<file path="config.mk">
export PLATFORM = sky130hd
export DESIGN_NAME = mult_sched_flat
export DESIGN_NICKNAME = d
export VERILOG_FILES = /design/src/rtl/mult_sched_if.sv /design/src/rtl/mult_sched.sv /design/src/flat_wrapper.sv
export SDC_FILE = /design/constraint.sdc
export NUM_CORES = 1
export LEC_CHECK = 0
export ABC_AREA = 1
export ABC_CLOCK_PERIOD_IN_PS = 3200
export CELL_PAD_IN_SITES_DETAIL_PLACEMENT = 1
export CELL_PAD_IN_SITES_GLOBAL_PLACEMENT = 1
export CORE_MARGIN = 2
export CORE_UTILIZATION = 36
export DETAILED_ROUTE_END_ITERATION = 7
export PLACE_DENSITY_LB_ADDON = 0.1
export SYNTH_ARGS = -nofsm -noshare
export SYNTH_HDL_FRONTEND = slang
export SYNTH_SLANG_ARGS = --single-unit
</file>
<file path="constraint.sdc">
create_clock -name clk_i -period 3.2 [get_ports clk_i]
set_input_delay 0.32 -clock clk_i [delete_from_list [all_inputs] [get_ports clk_i]]
set_output_delay 0.32 -clock clk_i [all_outputs]
set_load 0.02 [all_outputs]
</file>
<file path="src/rtl/mult_sched_if.sv">
// rtl/mult_sched_if.sv - requester, multiplier and response signals of the shared-multiplier scheduler
interface mult_sched_if #(
  parameter int DATA_WIDTH = 32,
  parameter int NUM_REQ    = 4
);
  localparam int ID_W = $clog2(NUM_REQ);

  logic [NUM_REQ-1:0]            req_valid;
  logic [NUM_REQ-1:0]            req_ready;
  logic [NUM_REQ*DATA_WIDTH-1:0] req_a;
  logic [NUM_REQ*DATA_WIDTH-1:0] req_b;
  logic [DATA_WIDTH-1:0]         m_a;
  logic [DATA_WIDTH-1:0]         m_b;
  logic [2*DATA_WIDTH-1:0]       m_c;
  logic                          rsp_valid;
  logic                          rsp_ready;
  logic [ID_W-1:0]               rsp_id;
  logic [2*DATA_WIDTH-1:0]       rsp_z;

  modport slave (
    input  req_valid, req_a, req_b, m_c, rsp_ready,
    output req_ready, m_a, m_b, rsp_valid, rsp_id, rsp_z
  );

  modport master (
    output req_valid, req_a, req_b, m_c, rsp_ready,
    input  req_ready, m_a, m_b, rsp_valid, rsp_id, rsp_z
  );
endinterface

</file>
<file path="src/rtl/mult_sched.sv">
// rtl/mult_sched.sv - round-robin scheduler sharing one pipelined multiplier among requesters
// Credit covers FIFO entries plus in-flight products, so every exiting product has a slot.
module mult_sched #(
  parameter int DATA_WIDTH = 32,
  parameter int NUM_REQ    = 4,
  parameter int MULT_LAT   = 2,
  parameter int FIFO_DEPTH = MULT_LAT + 2
) (
  input logic         clk_i,
  input logic         rst_i,
  mult_sched_if.slave bus
);
  localparam int ID_W = $clog2(NUM_REQ);
  localparam int PW   = 2 * DATA_WIDTH;
  localparam int CW   = $clog2(FIFO_DEPTH + 1);
  localparam int AW   = (FIFO_DEPTH > 1) ? $clog2(FIFO_DEPTH) : 1;

  logic [ID_W-1:0]       last_q, last_d;
  logic [CW-1:0]         credit_q, credit_d;
  logic [DATA_WIDTH-1:0] ma_q, mb_q;
  logic [MULT_LAT-1:0]   pv_q;
  logic [ID_W-1:0]       pid_q [MULT_LAT];
  logic [PW-1:0]         fz_q  [FIFO_DEPTH];
  logic [ID_W-1:0]       fid_q [FIFO_DEPTH];
  logic [AW-1:0]         wr_q, wr_d, rd_q, rd_d;
  logic [CW-1:0]         cnt_q, cnt_d;

  logic                  grant_vld;
  logic [ID_W-1:0]       grant_idx;
  logic                  push, pop;
  logic [DATA_WIDTH-1:0] sel_a, sel_b;

  always_comb begin
    int idx;
    idx       = 0;
    grant_vld = 1'b0;
    grant_idx = '0;
    if (!rst_i && credit_q != '0) begin
      for (int k = 1; k <= NUM_REQ; k++) begin
        idx = (int'(last_q) + k) % NUM_REQ;
        if (!grant_vld && bus.req_valid[idx]) begin
          grant_vld = 1'b1;
          grant_idx = ID_W'(idx);
        end
      end
    end
  end

  assign sel_a = bus.req_a[grant_idx*DATA_WIDTH +: DATA_WIDTH];
  assign sel_b = bus.req_b[grant_idx*DATA_WIDTH +: DATA_WIDTH];

  assign bus.req_ready = grant_vld ? (NUM_REQ'(1) << grant_idx) : '0;
  assign bus.m_a       = rst_i ? '0 : (grant_vld ? sel_a : ma_q);
  assign bus.m_b       = rst_i ? '0 : (grant_vld ? sel_b : mb_q);

  assign bus.rsp_valid = !rst_i && (cnt_q != '0);
  assign bus.rsp_id    = bus.rsp_valid ? fid_q[rd_q] : '0;
  assign bus.rsp_z     = bus.rsp_valid ? fz_q[rd_q] : '0;

  assign push = pv_q[MULT_LAT-1];
  assign pop  = bus.rsp_valid && bus.rsp_ready;

  // A pop returns its credit only from the next cycle, via the registered count.
  assign last_d   = grant_vld ? grant_idx : last_q;
  assign credit_d = credit_q - CW'(grant_vld) + CW'(pop);
  assign cnt_d    = cnt_q + CW'(push) - CW'(pop);
  assign wr_d     = !push ? wr_q : ((wr_q == AW'(FIFO_DEPTH - 1)) ? '0 : wr_q + AW'(1));
  assign rd_d     = !pop  ? rd_q : ((rd_q == AW'(FIFO_DEPTH - 1)) ? '0 : rd_q + AW'(1));

  always_ff @(posedge clk_i) begin
    if (rst_i) begin
      last_q   <= ID_W'(NUM_REQ - 1);
      credit_q <= CW'(FIFO_DEPTH);
      ma_q     <= '0;
      mb_q     <= '0;
      pv_q     <= '0;
      wr_q     <= '0;
      rd_q     <= '0;
      cnt_q    <= '0;
    end else begin
      last_q   <= last_d;
      credit_q <= credit_d;
      if (grant_vld) begin
        ma_q <= sel_a;
        mb_q <= sel_b;
      end
      for (int i = MULT_LAT - 1; i >= 1; i--) begin
        pv_q[i] <= pv_q[i-1];
      end
      pv_q[0] <= grant_vld;
      wr_q    <= wr_d;
      rd_q    <= rd_d;
      cnt_q   <= cnt_d;
    end
  end

  // Payload storage needs no reset; validity lives in pv_q and cnt_q.
  always_ff @(posedge clk_i) begin
    for (int i = MULT_LAT - 1; i >= 1; i--) begin
      pid_q[i] <= pid_q[i-1];
    end
    pid_q[0] <= grant_idx;
    if (push) begin
      fz_q[wr_q]  <= bus.m_c;
      fid_q[wr_q] <= pid_q[MULT_LAT-1];
    end
  end
endmodule

</file>
<file path="src/flat_wrapper.sv">
// flat-port wrapper written by rule: the top's interface ports become plain ports
module mult_sched_flat 
#(
  parameter int DATA_WIDTH = 32,
  parameter int NUM_REQ    = 4,
  parameter int MULT_LAT   = 2,
  parameter int FIFO_DEPTH = MULT_LAT + 2
)
  (clk_i, rst_i, bus_req_valid, bus_req_a, bus_req_b, bus_m_c, bus_rsp_ready, bus_req_ready, bus_m_a, bus_m_b, bus_rsp_valid, bus_rsp_id, bus_rsp_z);
  mult_sched_if #(.DATA_WIDTH(DATA_WIDTH), .NUM_REQ(NUM_REQ)) bus_i ();
  input logic clk_i;
  input logic rst_i;
  input wire logic [$bits(bus_i.req_valid)-1:0] bus_req_valid;
  input wire logic [$bits(bus_i.req_a)-1:0] bus_req_a;
  input wire logic [$bits(bus_i.req_b)-1:0] bus_req_b;
  input wire logic [$bits(bus_i.m_c)-1:0] bus_m_c;
  input wire logic [$bits(bus_i.rsp_ready)-1:0] bus_rsp_ready;
  output wire logic [$bits(bus_i.req_ready)-1:0] bus_req_ready;
  output wire logic [$bits(bus_i.m_a)-1:0] bus_m_a;
  output wire logic [$bits(bus_i.m_b)-1:0] bus_m_b;
  output wire logic [$bits(bus_i.rsp_valid)-1:0] bus_rsp_valid;
  output wire logic [$bits(bus_i.rsp_id)-1:0] bus_rsp_id;
  output wire logic [$bits(bus_i.rsp_z)-1:0] bus_rsp_z;
  assign bus_i.req_valid = bus_req_valid;
  assign bus_i.req_a = bus_req_a;
  assign bus_i.req_b = bus_req_b;
  assign bus_i.m_c = bus_m_c;
  assign bus_i.rsp_ready = bus_rsp_ready;
  assign bus_req_ready = bus_i.req_ready;
  assign bus_m_a = bus_i.m_a;
  assign bus_m_b = bus_i.m_b;
  assign bus_rsp_valid = bus_i.rsp_valid;
  assign bus_rsp_id = bus_i.rsp_id;
  assign bus_rsp_z = bus_i.rsp_z;
  mult_sched #(.DATA_WIDTH(DATA_WIDTH), .NUM_REQ(NUM_REQ), .MULT_LAT(MULT_LAT), .FIFO_DEPTH(FIFO_DEPTH)) u_core (.clk_i(clk_i), .rst_i(rst_i), .bus(bus_i));
endmodule
</file>
; ---- Word level (Yosys, flattened, before mapping)
; Memory sizes are Yosys's and may differ from the RTL's. A register that Yosys moved wholly into a read port is not among the register bits.
; Index checks and enable logic that the tools add are counted.
[classes]
reduce_logical = 16
n_shift = 3
eq_ne = 2
bitwise_logic = 4
magnitude_cmp = 4
n_addsub = 10
mux = 40
[op_table]
columns = cell, count
row1 = 128-bit by 8-bit indexed part select with 32-bit output, 2
row2 = 32-bit 2-to-1 mux, 4
row3 = 64-bit 2-to-1 mux, 1
row4 = 2-bit 2-to-1 mux, 12
row5 = 1-bit 2-to-1 mux, 18
row6 = 3-bit by 4-bit less-than comparator with 1-bit output (second input constant), 4
row7 = 2-bit by 1-bit adder with 2-bit output (second input constant), 4
row8 = 1-bit binary-select mux with 2-bit select, 4
row9 = 2-bit OR reduction, 4
row10 = 3-bit by 1-bit adder with 3-bit output, 2
row11 = 1-bit logical AND, 6
row12 = 3-bit nonzero test, 2
row13 = 3-bit by 1-bit subtractor with 3-bit output, 2
row14 = 2-bit adder (second input constant), 2
row15 = 1-bit bitwise AND (first input constant), 4
row16 = 2-bit == test (second input constant), 2
row17 = 1-bit zero test, 4
row18 = 4-bit 2-to-1 mux, 1
row19 = 1-bit by 2-bit << shifter with 4-bit output (first input constant), 1
[word_totals]
ff_bits = 78
input_bits = 327
memories = 3
ramBits = 268
[mem_list]
columns = memory, depth, word_bits, read_ports, rd_ports_with_merged_regs, write_ports, line
row1 = u_core.fz_q, 4, 64, 1, 1, 1, mult_sched.sv:23  ; logic [PW-1:0] fz_q [FIFO_DEPTH];
row2 = u_core.fid_q, 4, 2, 1, 1, 1, mult_sched.sv:24  ; logic [ID_W-1:0] fid_q [FIFO_DEPTH];
row3 = u_core.pid_q, 2, 2, 2, 0, 2, mult_sched.sv:22  ; logic [ID_W-1:0] pid_q [MULT_LAT];

; ---- Depth between registers and ports, before layout
; Gate-level depths: netlist (run 1).
[depth]
ltp_word = 23
ltp_mapped = 17
ltp_nobuf = 15

; ---- Least setup slack after synthesis (run 1)
; No wires, ideal clock.
[synth_path]
path_type = reg2reg
start = register u_core.last_q[0]
end = register u_core.credit_q[2]
slack_ns = 0.341
stages_incl_launch_ff = 17
required_ns = 3.136
path_buffers = 3
arrival_time_ns = 2.796
setup_time_ns = 0.064
period_less_slack_ns = 2.859
cell_sequence = dfxtp_1 -> buf_4 -> nand2_1 -> nand3_1 -> nand2_1 -> nor2_2 -> nand2_1 -> o21ai_4 -> inv_2 -> buf_2 -> buf_1 -> ha_1 -> inv_1 -> ha_1 -> fa_1 -> or2_2 -> nand3_1
[synth_between]
elab_chain_len = 20
[synth_lines]
columns = element, line
row1 = from (decl), mult_sched.sv:18  ; logic [ID_W-1:0] last_q, last_d;
row2 = from (signal assigned), mult_sched.sv:72  ; last_q <= ID_W'(NUM_REQ - 1);
row3 = from (signal assigned), mult_sched.sv:81  ; last_q <= last_d;
row4 = 2-bit by 1-bit adder with 2-bit output, mult_sched.sv:40  ; idx = (int'(last_q) + k) % NUM_REQ;
row5 = 1-bit binary-select mux with 2-bit select, mult_sched.sv:41  ; if (!grant_vld && bus.req_valid[idx]) begin
row6 = 1-bit 2-to-1 mux (implied by the code) (2 in series), mult_sched.sv:41
row7 = 1-bit 2-to-1 mux, mult_sched.sv:41
row8 = 1-bit 2-to-1 mux, mult_sched.sv:38  ; if (!rst_i && credit_q != '0) begin
row9 = 1-bit zero test, mult_sched.sv:41
row10 = 1-bit logical AND, mult_sched.sv:41
row11 = 1-bit 2-to-1 mux, mult_sched.sv:41
row12 = (+4 left out), -
row13 = 1-bit 2-to-1 mux, mult_sched.sv:38
row14 = 1-bit zero test, mult_sched.sv:41
row15 = 1-bit logical AND, mult_sched.sv:41
row16 = 1-bit 2-to-1 mux *, mult_sched.sv:41
row17 = 1-bit 2-to-1 mux *, mult_sched.sv:38
row18 = via u_core.grant_vld, mult_sched.sv:28  ; logic grant_vld;
row19 = 3-bit by 1-bit subtractor with 3-bit output *, mult_sched.sv:65  ; assign credit_d = credit_q - CW'(grant_vld) + CW'(pop);
row20 = 3-bit by 1-bit adder with 3-bit output *, mult_sched.sv:65
row21 = to (signal assigned), mult_sched.sv:73  ; credit_q <= CW'(FIFO_DEPTH);
row22 = to (signal assigned), mult_sched.sv:82  ; credit_q <= credit_d;
row23 = to (decl), mult_sched.sv:19  ; logic [CW-1:0] credit_q, credit_d;
; The timed path passes the listed nets; every way through them passes the cells marked *. The select of a mux whose other input is x is not followed.
; A chain may end at the register's enable or synchronous reset.

; ---- Worst setup path in the final report (run 1)
[layout_path]
start = register u_core.last_q[0]
end = output bus_m_b[8]
[layout_between]
elab_chain_len = 21
[layout_lines]
columns = element, line
row1 = 2-bit by 1-bit adder with 2-bit output, mult_sched.sv:40
row2 = 1-bit binary-select mux with 2-bit select, mult_sched.sv:41
row3 = 1-bit 2-to-1 mux (implied by the code) (2 in series), mult_sched.sv:41
row4 = 1-bit 2-to-1 mux, mult_sched.sv:41
row5 = 1-bit 2-to-1 mux, mult_sched.sv:38
row6 = 1-bit zero test, mult_sched.sv:41
row7 = 1-bit logical AND, mult_sched.sv:41
row8 = 1-bit 2-to-1 mux, mult_sched.sv:41
row9 = (+3 left out), -
row10 = 1-bit 2-to-1 mux, mult_sched.sv:41
row11 = 1-bit 2-to-1 mux, mult_sched.sv:38
row12 = 1-bit zero test, mult_sched.sv:41
row13 = 1-bit logical AND, mult_sched.sv:41
row14 = 2-bit 2-to-1 mux, mult_sched.sv:41
row15 = 2-bit 2-to-1 mux, mult_sched.sv:38
row16 = 128-bit by 8-bit indexed part select with 32-bit output, mult_sched.sv:50  ; assign sel_b = bus.req_b[grant_idx*DATA_WIDTH +: DATA_WIDTH];
row17 = 32-bit 2-to-1 mux * (2 in series), mult_sched.sv:54  ; assign bus.m_b = rst_i ? '0 : (grant_vld ? sel_b : mb_q);
row18 = to (decl), flat_wrapper.sv:20  ; output wire logic [$bits(bus_i.m_b)-1:0] bus_m_b;
; Every way passes the cells marked *; elsewhere a longest branch is shown, timed or not. The select of a mux whose other input is x is not followed.

==> reports/results.md, run 1 <==
| Quantity | Value | Unit |
| --- | --- | --- |
| Run status | completed | - |
| Vias in the first global route | 14760 | - |
| Share of the clock period used by the worst path | 98.89 | % |
| Number of nets in the synthesized netlist | 1986 | - |
| DRT Wirelength | 60580 | µm |
| Global-route wire length before repair | 87710 | µm |
| Ports | 462 | - |
| Number of nets in the layout | 2454 | - |
| Inserted Clock Buffers | 40 | - |
| Hold Violations, Final | 0 | - |
| CTS tree | done | - |
| Count of nets left with antenna violations after detail routing | 0 | - |
| Total area of multi-input combinational cells | 5540 | µm² |
| H-tree levels | 2 | - |
| Routed vias | 14110 | - |
| Tightest Hold Check Type | reg2reg | - |
| Measured slew at the worst slew-check pin | 0.9251 | ns |
| Kind of cell adding the most delay to the critical path | buffers and inverters | - |
| Tot GR Track Use | 25.84 | % |
| Synth cell types | 26 | - |
| Final worst clock skew | 0.01337 | ns |
| Type of origin of the critical path | flop | - |
| DR WL/cell | 22.07 | µm |
| CTS clk-pin slew, worst paths | 0.06 | ns |
| Total number of clock tree sinks | 348 | - |
| Min cycle time layout | 3.164 | ns |
| Clock root buffer master | sky130_fd_sc_hd__clkbuf_16 | - |
| Data arrival time of the worst path | 2.84 | ns |
| Number of input and output port buffers inserted | 461 | - |
| Max-capacitance violation count | 0 | - |
| Register area share after synthesis | 61.84 | % |
| Post-detailed-route via-to-cell ratio | 5.141 | - |
| Core Rows | 76 | - |
| Worst voltage drop across the vdd grid | 536.9 | µV |
| Register bit total from synthesis | 348 | - |
| Synth Area per Inst | 9.430 | µm² |
| Post-synthesis cell count | 1648 | - |
| CTS Buffer Depth | 3 | - |
| Initial antenna violation count | 22 | - |
| Slew margin rel. | 38.33 | % |
| Commonest non-fill, non-tap cells in the layout | 393 x sky130_fd_sc_hd__clkdlybuf4s50_1, 361 x sky130_fd_sc_hd__nand3_1, 275 x sky130_fd_sc_hd__nor2_1 | - |
| Total die area | 44840 | µm² |
| Count of buffering cells on the critical path with inverters included | 5 | - |
| CP peak stage delay | 0.36 | ns |
| Worst Min Path Start | u_core.pid_q[0][0]$_DFF_P_ | - |
| Footprint of the flip-flops and latches | 9622 | µm² |
| Initial core utilization | 36.24 | % |
| Non-Filler Instances | 2745 | - |
| Placer Congestion | 0.8863 | - |
| Kind of end point of the critical path | output port | - |
| Classification of the worst setup path | reg2out | - |
| Fraction of layout instances using a drive strength above 1 | 14.71 | % |
| Core outline area | 42890 | µm² |
| Total global routing overflow | 0 | - |
| Area growth from synthesis to layout | 49.63 | % |
| Worst-path cell with the longest stage delay | sky130_fd_sc_hd__dfxtp_4 | - |
| Final number of setup-violating endpoints | 0 | - |
| Number of hold buffers added after cts | 0 | - |
| Vertical extent of the die | 211.8 | µm |
| Detailed Route Iter0 Violations | 838 | - |
| Startpoint of the worst-slack reg-to-reg timing path | u_core.last_q[0]$_SDFFE_PP1N_ | - |
| Peak Freq | 0.3160 | GHz |
| Data required time at the worst endpoint | 2.88 | ns |
| Source of the critical timing path | u_core.last_q[0]$_SDFFE_PP1N_ | - |
| Post-layout total power | 22040 | µW |
| Leading cell type in the layout, fill and taps excluded | sky130_fd_sc_hd__clkdlybuf4s50_1 | - |
| Number of synthesis warnings | 0 | - |
| Post-synthesis instance area | 15540 | µm² |
| Crit-path cells | buf_12 -> nand2_4 -> nand2_4 -> nand2_2 -> nand2_2 -> nor2_4 -> nand2_2 -> o21ai_4 -> clkinv_4 -> bufbuf_16 -> buf_4 -> nand3_1 -> nand3_1 -> nand3_1 -> nand2_1 -> buf_4 | - |
| Final number of max-transition violations | 0 | - |
| Leakage power total | 0.008944 | µW |
| RSZ-0062 raised after global routing | yes | - |
| Maximum fanout along the worst path | 8 | - |
| Fill cell count | 4727 | - |
| DRC errors left | 0 | - |
| Share of synthesized registers carrying an async set or reset | 0 | % |
| Pin count of the biggest net entering global routing | 133 | - |
| Placed Cells incl. Taps | 2631 | - |
| Source-to-sink clock delay at the later pin of the worst-skew pair | 0.56 | ns |
| Power density over the cells | 947.8 | nW/µm² |
| Number of synthesized flops with an enable pin | 264 | - |
| DP HPWL | 38980 | µm |
| Router iterations before antenna repair | 7 | - |
| Most used flip-flop cell after synthesis | sky130_fd_sc_hd__edfxtp_1 | - |
| Floorplan die width | 211.8 | µm |
==> cells by family after synthesis <==
logic type | after synthesis | synth area share, %
compound gates | 210 | 6.916
xor+xnor | 2 | 0.1127
buf+inv | 163 | 4.791
fa+ha+maj | 11 | 0.9823
flops | 348 | 61.84
simple gates | 914 | 25.36
==> worst paths after layout <==
kind | slack (ns) | cells past startpoint | endpoint
max | 0.04 | 16 | bus_m_b[8]
min | 0.33 | 0 | u_core.pid_q[0][2]$_DFF_P_
max reg2reg | 0.14 | 17 | u_core.credit_q[2]$_SDFF_PP1_
min reg2reg | 0.33 | 0 | u_core.pid_q[0][2]$_DFF_P_
==> flip-flops by register name (all words and copies together) (netlist names), named ones only <==
register	count
u_core.cnt_q	3
u_core.credit_q	3
u_core.fid_q	8
u_core.fz_q	256
u_core.last_q	2
u_core.ma_q	32
u_core.mb_q	32
u_core.pid_q	4
u_core.pv_q	2
u_core.rd_q	2
u_core.wr_q	2
==> cell usage after synthesis (5+ instances only) <==
library cell               instances  area, µm²
sky130_fd_sc_hd__nand3_1         395       1977
sky130_fd_sc_hd__nor2_1          275       1032
sky130_fd_sc_hd__edfxtp_1        264       7928
sky130_fd_sc_hd__nand2_1         237      889.6
sky130_fd_sc_hd__o21ai_0         136      680.7
sky130_fd_sc_hd__dfxtp_1          84       1682
sky130_fd_sc_hd__a21oi_1          70      350.3
sky130_fd_sc_hd__clkbuf_1         64      240.2
sky130_fd_sc_hd__buf_2            40      200.2
sky130_fd_sc_hd__inv_1            28      105.1
sky130_fd_sc_hd__buf_1            13      48.80
sky130_fd_sc_hd__buf_6            10      112.6
sky130_fd_sc_hd__ha_1              9      112.6
sky130_fd_sc_hd__inv_2             5      18.77
==> layout make-up <==
class                           instances  share of cell area, %
Antenna cell                           18                 0.1937
Clock buffer                           54                  4.746
Clock inverter                         14                 0.6457
Inverter                               34                 0.6027
Multi-Input combinational cell       1137                  23.83
Sequential cell                       348                  41.38
Tap cell                              585                  3.148
Timing Repair Buffer                  555                  25.46
==> metal layers <==
metal	GRT usage, %	share of wire, %	wire [µm]
met3	7.996	6.8	4130
met1	29.75	39	23670
met2	45.56	51	31100
met4	8.572	2.6	1596
met5	0	0.13	77
==> metrics by stage <==
stage               hold WS, ns  util, %  cell area (µm²)  TNS [ns]  worst slack, ns
floorplan                0.3096        -            15540         0           0.3406
global placement         0.3121    49.26            21120    -1.656         -0.09881
detailed placement       0.3232    49.26            21120    -5.037          -0.1854
CTS                      0.3354    52.41            22480  -0.08874         -0.07440
global route             0.3451    54.20            23240    -3.392          -0.1171
finish                   0.3326    54.22            23250         0          0.03564
==> worst register-to-register path: stages (launching register included) <==
cell                        delay, ns
sky130_fd_sc_hd__dfxtp_4         0.36
sky130_fd_sc_hd__buf_12          0.14
sky130_fd_sc_hd__nand2_4         0.07
sky130_fd_sc_hd__nand2_4         0.05
sky130_fd_sc_hd__nand2_2         0.07
sky130_fd_sc_hd__nand2_2         0.08
sky130_fd_sc_hd__nor2_4          0.15
sky130_fd_sc_hd__nand2_2         0.09
sky130_fd_sc_hd__o21ai_4         0.19
sky130_fd_sc_hd__clkinv_4        0.11
sky130_fd_sc_hd__bufbuf_16       0.30
sky130_fd_sc_hd__buf_4           0.13
sky130_fd_sc_hd__ha_1            0.26
sky130_fd_sc_hd__inv_1           0.04
sky130_fd_sc_hd__ha_1            0.19
sky130_fd_sc_hd__fa_1            0.40
sky130_fd_sc_hd__or2_2           0.30
sky130_fd_sc_hd__nand3_1         0.06
==> where the power goes <==
group / switching (µW) / total (µW) / internal [µW]
combinational: 6980 / 11800 / 4820
sequential: 226 / 5790 / 5560
clock: 1860 / 4450 / 2590
total: 9060 / 22000 / 13000
==> what timing repair did <==
item                       in CTS  in global routing
gates cloned                    6                 12
setup endpoints to repair      65                 68
pin swaps                       6                 20
setup buffers                   3                  8
gates resized for setup       227                152
(Power assumes the default switching activity.)
==> run 2, diff against run 1 <==
- ABC_CLOCK_PERIOD_IN_PS: 3200 -> 3500
- HOLD_SLACK_MARGIN: unset -> 0.05
- clock period: 3.2 -> 3.5 ns (I/O delays scaled with it)
==> run 2 against run 1 <==
Non-clock buffer count fell by 35. First-iteration DRC count is 13% lower. Total power decreased by 16%. Sequential share of layout area increased by 1.9 points. Routed wire length is 5.0% lower. Worst hold slack got worse by 0.0039 ns. Setup slack better by 0.074 ns. Clock-buffer cell count is 3 lower. Core utilization fell by 2.3 points. Via count decreased by 1.6%. Highest routed layer unchanged.
==> reports/results.md, run 2 (synthesis results as in run 1) <==
| Quantity | Value | Unit | Delta |
| --- | --- | --- | --- |
| Fill cell count | 4840 | - | +2.4% |
| Routed vias | 13890 | - | -1.6% |
| Floorplan die width | 211.8 | µm | unchanged |
| Power density over the cells | 827.7 | nW/µm² | -13% |
| Kind of end point of the critical path | output port | - |  |
| H-tree levels | 2 | - | unchanged |
| Data required time at the worst endpoint | 3.15 | ns | +0.27 ns |
| Ports | 462 | - | unchanged |
| Initial antenna violation count | 20 | - | -9.1% |
| Core outline area | 42890 | µm² | unchanged |
| DP HPWL | 38100 | µm | -2.3% |
| Number of flip-flops under the largest register name | 256 | - | unchanged |
| Number of input and output port buffers inserted | 461 | - | unchanged |
| Fin util | 51.87 | % | -2.3 points |
| Post-detailed-route via-to-cell ratio | 5.121 | - | -0.39% |
| Non-Filler Instances | 2712 | - | -1.2% |
| Total die area | 44840 | µm² | unchanged |
| Initial core utilization | 36.24 | % | unchanged |
| Type of origin of the critical path | flop | - |  |
| Count of nets left with antenna violations after detail routing | 0 | - | unchanged |
| Final number of setup-violating endpoints | 0 | - | unchanged |
| Number of nets in the layout | 2419 | - | -1.4% |
| Source-to-sink clock delay at the later pin of the worst-skew pair | 0.56 | ns | about the same |
| Clock root buffer master | sky130_fd_sc_hd__clkbuf_16 | - |  |
| Part of the power in the clock network | 23.0 | % | +2.8 points |
| Share of the clock period used by the worst path | 96.86 | % |  |
| Vertical extent of the die | 211.8 | µm | unchanged |
| Total number of clock tree sinks | 348 | - | unchanged |
| Final worst clock skew | 0.01447 | ns | +0.001097 ns |
| Fraction of layout instances using a drive strength above 1 | 9.039 | % | -5.7 points |
| Leakage power total | 0.008589 | µW | -4.0% |
| Global-route wire length before repair | 85460 | µm | -2.6% |
| Leading cell type in the layout, fill and taps excluded | sky130_fd_sc_hd__nand3_1 | - |  |
| Inserted Clock Buffers | 40 | - | unchanged |
| Post-Place Worst Slack | 0.02097 | ns | +0.2064 ns |
| DRT Wirelength | 57570 | µm | -5.0% |
| Core Rows | 76 | - | unchanged |
| Hold Violations, Final | 0 | - | unchanged |
| Router iterations before antenna repair | 5 | - | -2 |
| Total negative slack | 0 | ns | unchanged |
| Final number of max-transition violations | 0 | - | unchanged |
| Total global routing overflow | 0 | - | unchanged |
| Peak Freq | 0.2950 | GHz |  |
| Number of hold buffers added after cts | 0 | - | unchanged |
| Tightest Hold Check Type | reg2reg | - |  |
| Worst voltage drop across the vdd grid | 423.1 | µV | -21% |
| Post-layout total power | 18410 | µW | -16% |
| Vias in the first global route | 14550 | - | -1.5% |
| Run status | completed | - |  |
| Sequential share of power | 29.1 | % | +2.8 points |
| Combinational fraction of design power | 47.9 | % | -5.7 points |
| Internal power | 10820 | µW | -17% |
| Min cycle time layout | 3.390 | ns |  |
| Placed Cells incl. Taps | 2615 | - | -0.61% |
| Final Worst Setup Slack | 0.1099 | ns | +0.07425 ns |
| Slew margin rel. | 38.47 | % | +0.15 points |
| Placer Congestion | 0.8966 | - | +1.2% |
| Switching portion of total power | 41.25 | % | +0.12 points |
| Detailed Route Iter0 Violations | 725 | - | -13% |
| Area growth from synthesis to layout | 43.15 | % |  |
| Total net switching power | 7595 | µW | -16% |
| Maximum fanout along the worst path | 9 | - | +1 |
| Pin count of the biggest net entering global routing | 71 | - | -47% |
| CTS Buffer Depth | 3 | - | unchanged |
| CTS tree | done | - |  |
| Largest registers | u_core.fz_q x256, u_core.ma_q x32, u_core.mb_q x32 | - |  |
| Tot GR Track Use | 25.19 | % | -0.65 points |
| Max-capacitance violation count | 0 | - | unchanged |
| DRC errors left | 0 | - | unchanged |
| Commonest non-fill, non-tap cells in the layout | 394 x sky130_fd_sc_hd__nand3_1, 393 x sky130_fd_sc_hd__clkdlybuf4s50_1, 275 x sky130_fd_sc_hd__nor2_1 | - |  |
| CTS clk-pin slew, worst paths | 0.06 | ns | about the same |
| RSZ-0062 raised after global routing | yes | - |  |
| Top reg by flops | u_core.fz_q | - |  |
| Classification of the worst setup path | reg2out | - |  |
| Measured slew at the worst slew-check pin | 0.9229 | ns | -0.002180 ns |
| Data arrival time of the worst path | 3.04 | ns | +0.20 ns |
| DR WL/cell | 21.23 | µm | -3.8% |
run 2: cell count changes in the layout (fill, tap and decap cells not counted), sizes merged:
cell           change
buf               -80
bufinv             +3
clkbuf            +27
clkdlybuf4s15      +4
clkinv             +4
clkinvlp           +1
diode              -4
dlygate4sd2        +9
dlymetal6s2s       +2
inv                +1
run 2: cell type report:
| class | count | area, µm² | area share (%) |
|---|---|---|---|
| Antenna cell | 14 | 35.03 | 0.1575 |
| Clock buffer | 51 | 1074 | 4.826 |
| Clock inverter | 23 | 250.2 | 1.125 |
| Inverter | 34 | 137.6 | 0.6187 |
| Multi-Input combinational cell | 1137 | 5231 | 23.52 |
| Sequential cell | 348 | 9619 | 43.24 |
| Tap cell | 585 | 732.0 | 3.290 |
| Timing Repair Buffer | 520 | 5166 | 23.22 |
run 2: worst max-delay path, stage by stage (launching register included):
cell	delay (ns)
sky130_fd_sc_hd__dfxtp_4	0.38
sky130_fd_sc_hd__buf_4	0.15
sky130_fd_sc_hd__nand2_1	0.05
sky130_fd_sc_hd__nand2_1	0.08
sky130_fd_sc_hd__nand2_1	0.09
sky130_fd_sc_hd__nand2_1	0.11
sky130_fd_sc_hd__nor2_4	0.15
sky130_fd_sc_hd__buf_4	0.12
sky130_fd_sc_hd__nand3_1	0.06
sky130_fd_sc_hd__nand3_1	0.09
sky130_fd_sc_hd__nand3b_1	0.08
sky130_fd_sc_hd__buf_4	0.18
sky130_fd_sc_hd__inv_4	0.13
sky130_fd_sc_hd__buf_4	0.21
sky130_fd_sc_hd__nand3_1	0.10
sky130_fd_sc_hd__nand3_1	0.09
sky130_fd_sc_hd__nand2_1	0.07
sky130_fd_sc_hd__dlygate4sd2_1	0.35
run 2: final timing paths:
kind                            cells past startpoint  slack, ns                       endpoint                           from
worst max-delay path                               17       0.11                     bus_m_a[0]  u_core.last_q[0]$_SDFFE_PP1N_
worst min-delay path                                0       0.33     u_core.pid_q[0][2]$_DFF_P_     u_core.pid_q[0][0]$_DFF_P_
worst max register to register                     16       0.60  u_core.credit_q[2]$_SDFF_PP1_  u_core.last_q[0]$_SDFFE_PP1N_
worst min register to register                      0       0.33     u_core.pid_q[0][2]$_DFF_P_     u_core.pid_q[0][0]$_DFF_P_
run 2: through the flow:
| stage | hold WS, ns | area (µm²) |
|---|---|---|
| after global routing | 0.3435 | 22240 |
| after global placement | 0.3107 | 20940 |
| final | 0.3287 | 22250 |
| after floorplan | 0.3096 | 15540 |
| after detailed placement | 0.3207 | 20940 |
| after CTS | 0.3333 | 22270 |
run 2: power by group through the flow:
stage	Sequential, µW	Combinational [µW]	Clock [µW]
2_1_floorplan	5300	5170	0
3_3_place_gp	5400	8810	0
3_5_place_dp	5430	8950	0
4_1_cts	5360	8840	4350
5_1_grt	5420	9660	4510
6_report	5360	8820	4230
run 2: layer usage:
| metal | part of all wire (%) | vias to the layer above | GRT usage (%) |
|---|---|---|---|
| li1 | - | 6612 | - |
| met1 | 39 | 6795 | 28.82 |
| met2 | 51 | 374 | 43.78 |
| met3 | 7.7 | 90 | 8.471 |
| met4 | 2.7 | 16 | 9.082 |
| met5 | 0.19 | - | 0 |
run 2: repair_timing:
item,CTS,global route
buffers inserted,0,7
setup endpoints to repair,62,65
gates cloned,1,1
gates resized for setup,70,89
pin swaps,1,2
==> run 3, diff against run 2 <==
- CELL_PAD_IN_SITES_DETAIL_PLACEMENT: 1 -> unset
- CELL_PAD_IN_SITES_GLOBAL_PLACEMENT: 1 -> unset
- CORE_UTILIZATION: 36 -> 48
- PLACE_DENSITY: unset -> 0.81
- PLACE_DENSITY_LB_ADDON: 0.1 -> unset
==> run 3 against run 2 <==
Die area shrank 25%. Design area shrank 0.90%. Total power hardly changed. Clock-buffer cell count fell by 7. Global-route usage rose by 5.4 points.
==> reports/results.md, run 3 (synthesis results as in run 1) <==
| Quantity | Value | Unit | Delta |
| --- | --- | --- | --- |
| Terminus of the critical flop-to-flop path | u_core.credit_q[2]$_SDFF_PP1_ | - |  |
| Global-route wire length before repair | 78600 | µm | -8.0% |
| Inserted Clock Buffers | 37 | - | -7.5% |
| Initial core utilization | 48.99 | % | +13 points |
| Tightest Hold Check Type | reg2reg | - |  |
| Routed vias | 14230 | - | +2.4% |
| Hold Violations, Final | 0 | - | unchanged |
| Levels on crit path | 17 | - | unchanged |
| Floorplan die width | 183.9 | µm | -13% |
| Detailed Route Iter0 Violations | 1559 | - | +120% |
| Data required time at the worst endpoint | 3.15 | ns | about the same |
| Data arrival time of the worst path | 2.99 | ns | -0.05 ns |
| Source of the critical timing path | u_core.last_q[0]$_SDFFE_PP1N_ | - |  |
| Part of the power in the clock network | 21.9 | % | -1.1 points |
| Share of the clock period used by the worst path | 95.46 | % | -1.4 points |
| Post-detailed-route via-to-cell ratio | 5.679 | - | +11% |
| Number of input and output port buffers inserted | 461 | - | unchanged |
| Fraction of layout instances using a drive strength above 1 | 7.641 | % | -1.4 points |
| Final number of max-transition violations | 0 | - | unchanged |
| Type of origin of the critical path | flop | - |  |
| Post-Place Worst Slack | 0.01233 | ns | -0.008639 ns |
| DRC errors left | 0 | - | unchanged |
| Core outline area | 31720 | µm² | -26% |
| Worst-path cell with the longest stage delay | sky130_fd_sc_hd__dfxtp_4 | - |  |
| Core Rows | 65 | - | -14% |
| Router iterations before antenna repair | 5 | - | unchanged |
| Total net switching power | 7581 | µW | -0.18% |
| DRT Wirelength | 54080 | µm | -6.1% |
| Clock root buffer master | sky130_fd_sc_hd__clkbuf_16 | - |  |
| Count of nets left with antenna violations after detail routing | 0 | - | unchanged |
| CP peak stage delay | 0.40 | ns | +0.02 ns |
| Commonest non-fill, non-tap cells in the layout | 394 x sky130_fd_sc_hd__nand3_1, 394 x sky130_fd_sc_hd__clkdlybuf4s50_1, 275 x sky130_fd_sc_hd__nor2_1 | - |  |
| Number of hold buffers added after cts | 0 | - | unchanged |
| Combinational fraction of design power | 48.8 | % | +0.9 points |
| Startpoint of the worst-slack reg-to-reg timing path | u_core.last_q[0]$_SDFFE_PP1N_ | - |  |
| Total number of clock tree sinks | 348 | - | unchanged |
| Placer Congestion | 1.010 | - | +13% |
| Worst setup endpoint | bus_m_a[22] | - |  |
| Source-to-sink clock delay at the later pin of the worst-skew pair | 0.54 | ns | -0.02 ns |
| Slew margin rel. | 41.22 | % | +2.8 points |
| Worst-case register-to-register setup slack | 0.52 | ns | -0.08 ns |
| CTS clk-pin slew, worst paths | 0.06 | ns | about the same |
| Largest registers | u_core.fz_q x256, u_core.ma_q x32, u_core.mb_q x32 | - |  |
| Total die area | 33830 | µm² | -25% |
| Number of nets in the layout | 2404 | - | -0.62% |
| DR WL/cell | 21.59 | µm | +1.7% |
| Ports | 462 | - | unchanged |
| Count of buffering cells on the critical path with inverters included | 5 | - | -1 |
| CTS tree | done | - |  |
| Worst voltage drop across the vdd grid | 594.8 | µV | +41% |
| Final Worst Setup Slack | 0.1590 | ns | +0.04907 ns |
| Crit-path cells | buf_4 -> nand2_1 -> nand3_1 -> nand2_1 -> nor2_2 -> nand3_1 -> nand2_1 -> nand2_1 -> nand2_4 -> buf_12 -> buf_4 -> buf_4 -> nand3_1 -> nand3_1 -> nand3_1 -> nand2_2 -> buf_4 | - |  |
| Leakage power total | 0.008852 | µW | +3.1% |
| Tot GR Track Use | 30.57 | % | +5.4 points |
| Initial antenna violation count | 10 | - | -50% |
| Min cycle time layout | 3.341 | ns | -0.04907 ns |
| CTS Buffer Depth | 3 | - | unchanged |
| DP HPWL | 35790 | µm | -6.1% |
| Area growth from synthesis to layout | 41.86 | % |  |
| Fin util | 69.50 | % | +18 points |
| Max-capacitance violation count | 0 | - | unchanged |
| Pin count of the biggest net entering global routing | 102 | - | +44% |
| Measured slew at the worst slew-check pin | 0.8816 | ns | -0.04126 ns |
| Peak Freq | 0.2993 | GHz | +1.5% |
| Power density over the cells | 834.7 | nW/µm² | +0.84% |
| Crit path top cell by count | sky130_fd_sc_hd__nand3_1 | - |  |
| Switching portion of total power | 41.20 | % | -0.048 points |
| Vias in the first global route | 13700 | - | -5.8% |
| H-tree levels | 2 | - | unchanged |
| Cell count of the worst reg-to-reg path | 15 | - | -1 |
| Internal power | 10820 | µW | about the same |
| Final number of setup-violating endpoints | 0 | - | unchanged |
| Classification of the worst setup path | reg2out | - |  |
| Final worst clock skew | 0.02345 | ns | +0.008983 ns |
| Maximum fanout along the worst path | 22 | - | +13 |
| Vertical extent of the die | 183.9 | µm | -13% |
| Sequential share of power | 29.3 | % | +0.2 points |
| Hold_ws | 0.3260 | ns | -0.002707 ns |
| Top reg by flops | u_core.fz_q | - |  |
| Kind of end point of the critical path | output port | - |  |
| Kind of cell adding the most delay to the critical path | simple AND/OR/NAND/NOR gates | - |  |
| Number of flip-flops under the largest register name | 256 | - | unchanged |
| Run status | completed | - |  |
| Total global routing overflow | 0 | - | unchanged |
| RSZ-0062 raised after global routing | yes | - |  |
==> run 3: per-layer routing <==
layer	wire [µm]	vias up	global-route usage [%]
li1	-	6573	-
met1	20610	6743	38.54
met2	26030	796	50.88
met3	5785	110	8.597
met4	1623	4	10.21
met5	27	-	0
==> run 3: how the worst min path moves through the flow <==
| stage | slack [ns] | cells past startpoint | to | start |
|---|---|---|---|---|
| 2_1_floorplan | 0.31 | 0 | u_core.pid_q[0][2]$_DFF_P_ | u_core.pid_q[0][0]$_DFF_P_ |
| 3_3_place_gp | 0.31 | 0 | u_core.pid_q[0][2]$_DFF_P_ | u_core.pid_q[0][0]$_DFF_P_ |
| 3_5_place_dp | 0.31 | 0 | u_core.pid_q[0][2]$_DFF_P_ | u_core.pid_q[0][0]$_DFF_P_ |
| 4_1_cts | 0.33 | 0 | u_core.pid_q[0][2]$_DFF_P_ | u_core.pid_q[0][0]$_DFF_P_ |
| 5_1_grt | 0.33 | 0 | u_core.pid_q[0][2]$_DFF_P_ | u_core.pid_q[0][0]$_DFF_P_ |
| 6_report | 0.33 | 0 | u_core.pid_q[0][2]$_DFF_P_ | u_core.pid_q[0][0]$_DFF_P_ |
==> run 3: final cells by class <==
| class | count | area, µm² |
|---|---|---|
| timing repair buffer | 508 | 5281 |
| antenna | 9 | 22.52 |
| inverter | 34 | 132.6 |
| sequential | 348 | 9619 |
| clock inverter | 23 | 262.8 |
| clock buffer | 44 | 994.7 |
| tap | 402 | 503.0 |
| fill | 2303 | 9673 |
| multi-input combinational | 1137 | 5229 |
==> run 3: repair_timing <==
item / CTS / global route
cloned: 0 / 2
buffers inserted: 0 / 0
endpoints found under the setup margin: 55 / 63
gates resized for setup: 18 / 86
hold endpoints to repair: 0 / 0
==> run 3: power by group through the flow <==
stage | logic, µW | clock network (µW) | registers (µW)
final | 8980 | 4030 | 5400
after global routing | 9610 | 4240 | 5450
after CTS | 8800 | 4060 | 5390
after detailed placement | 8800 | 0 | 5460
after global placement | 8710 | 0 | 5440
after floorplan | 5170 | 0 | 5300
==> run 3: worst reg2reg max path, delay by kind of cell (launching register included) <==
kind            cells  cell delay [ns]
fa+ha+maj           3             0.93
simple gates        7             0.92
buf+inv             4             0.48
flops               1             0.40
compound gates      1             0.20
==> run 3: metrics by stage <==
step / TNS, ns / instance area [µm²] / total power, µW / instances
3_5_place_dp: 0 / 20680 / 14260 / 2427
6_report: 0 / 22040 / 18400 / 2505
2_1_floorplan: 0 / 15540 / 10470 / 1648
4_1_cts: -4.346 / 21920 / 18240 / 2494
3_3_place_gp: 0 / 20680 / 14150 / 2427
5_1_grt: -0.2263 / 22030 / 19300 / 2501
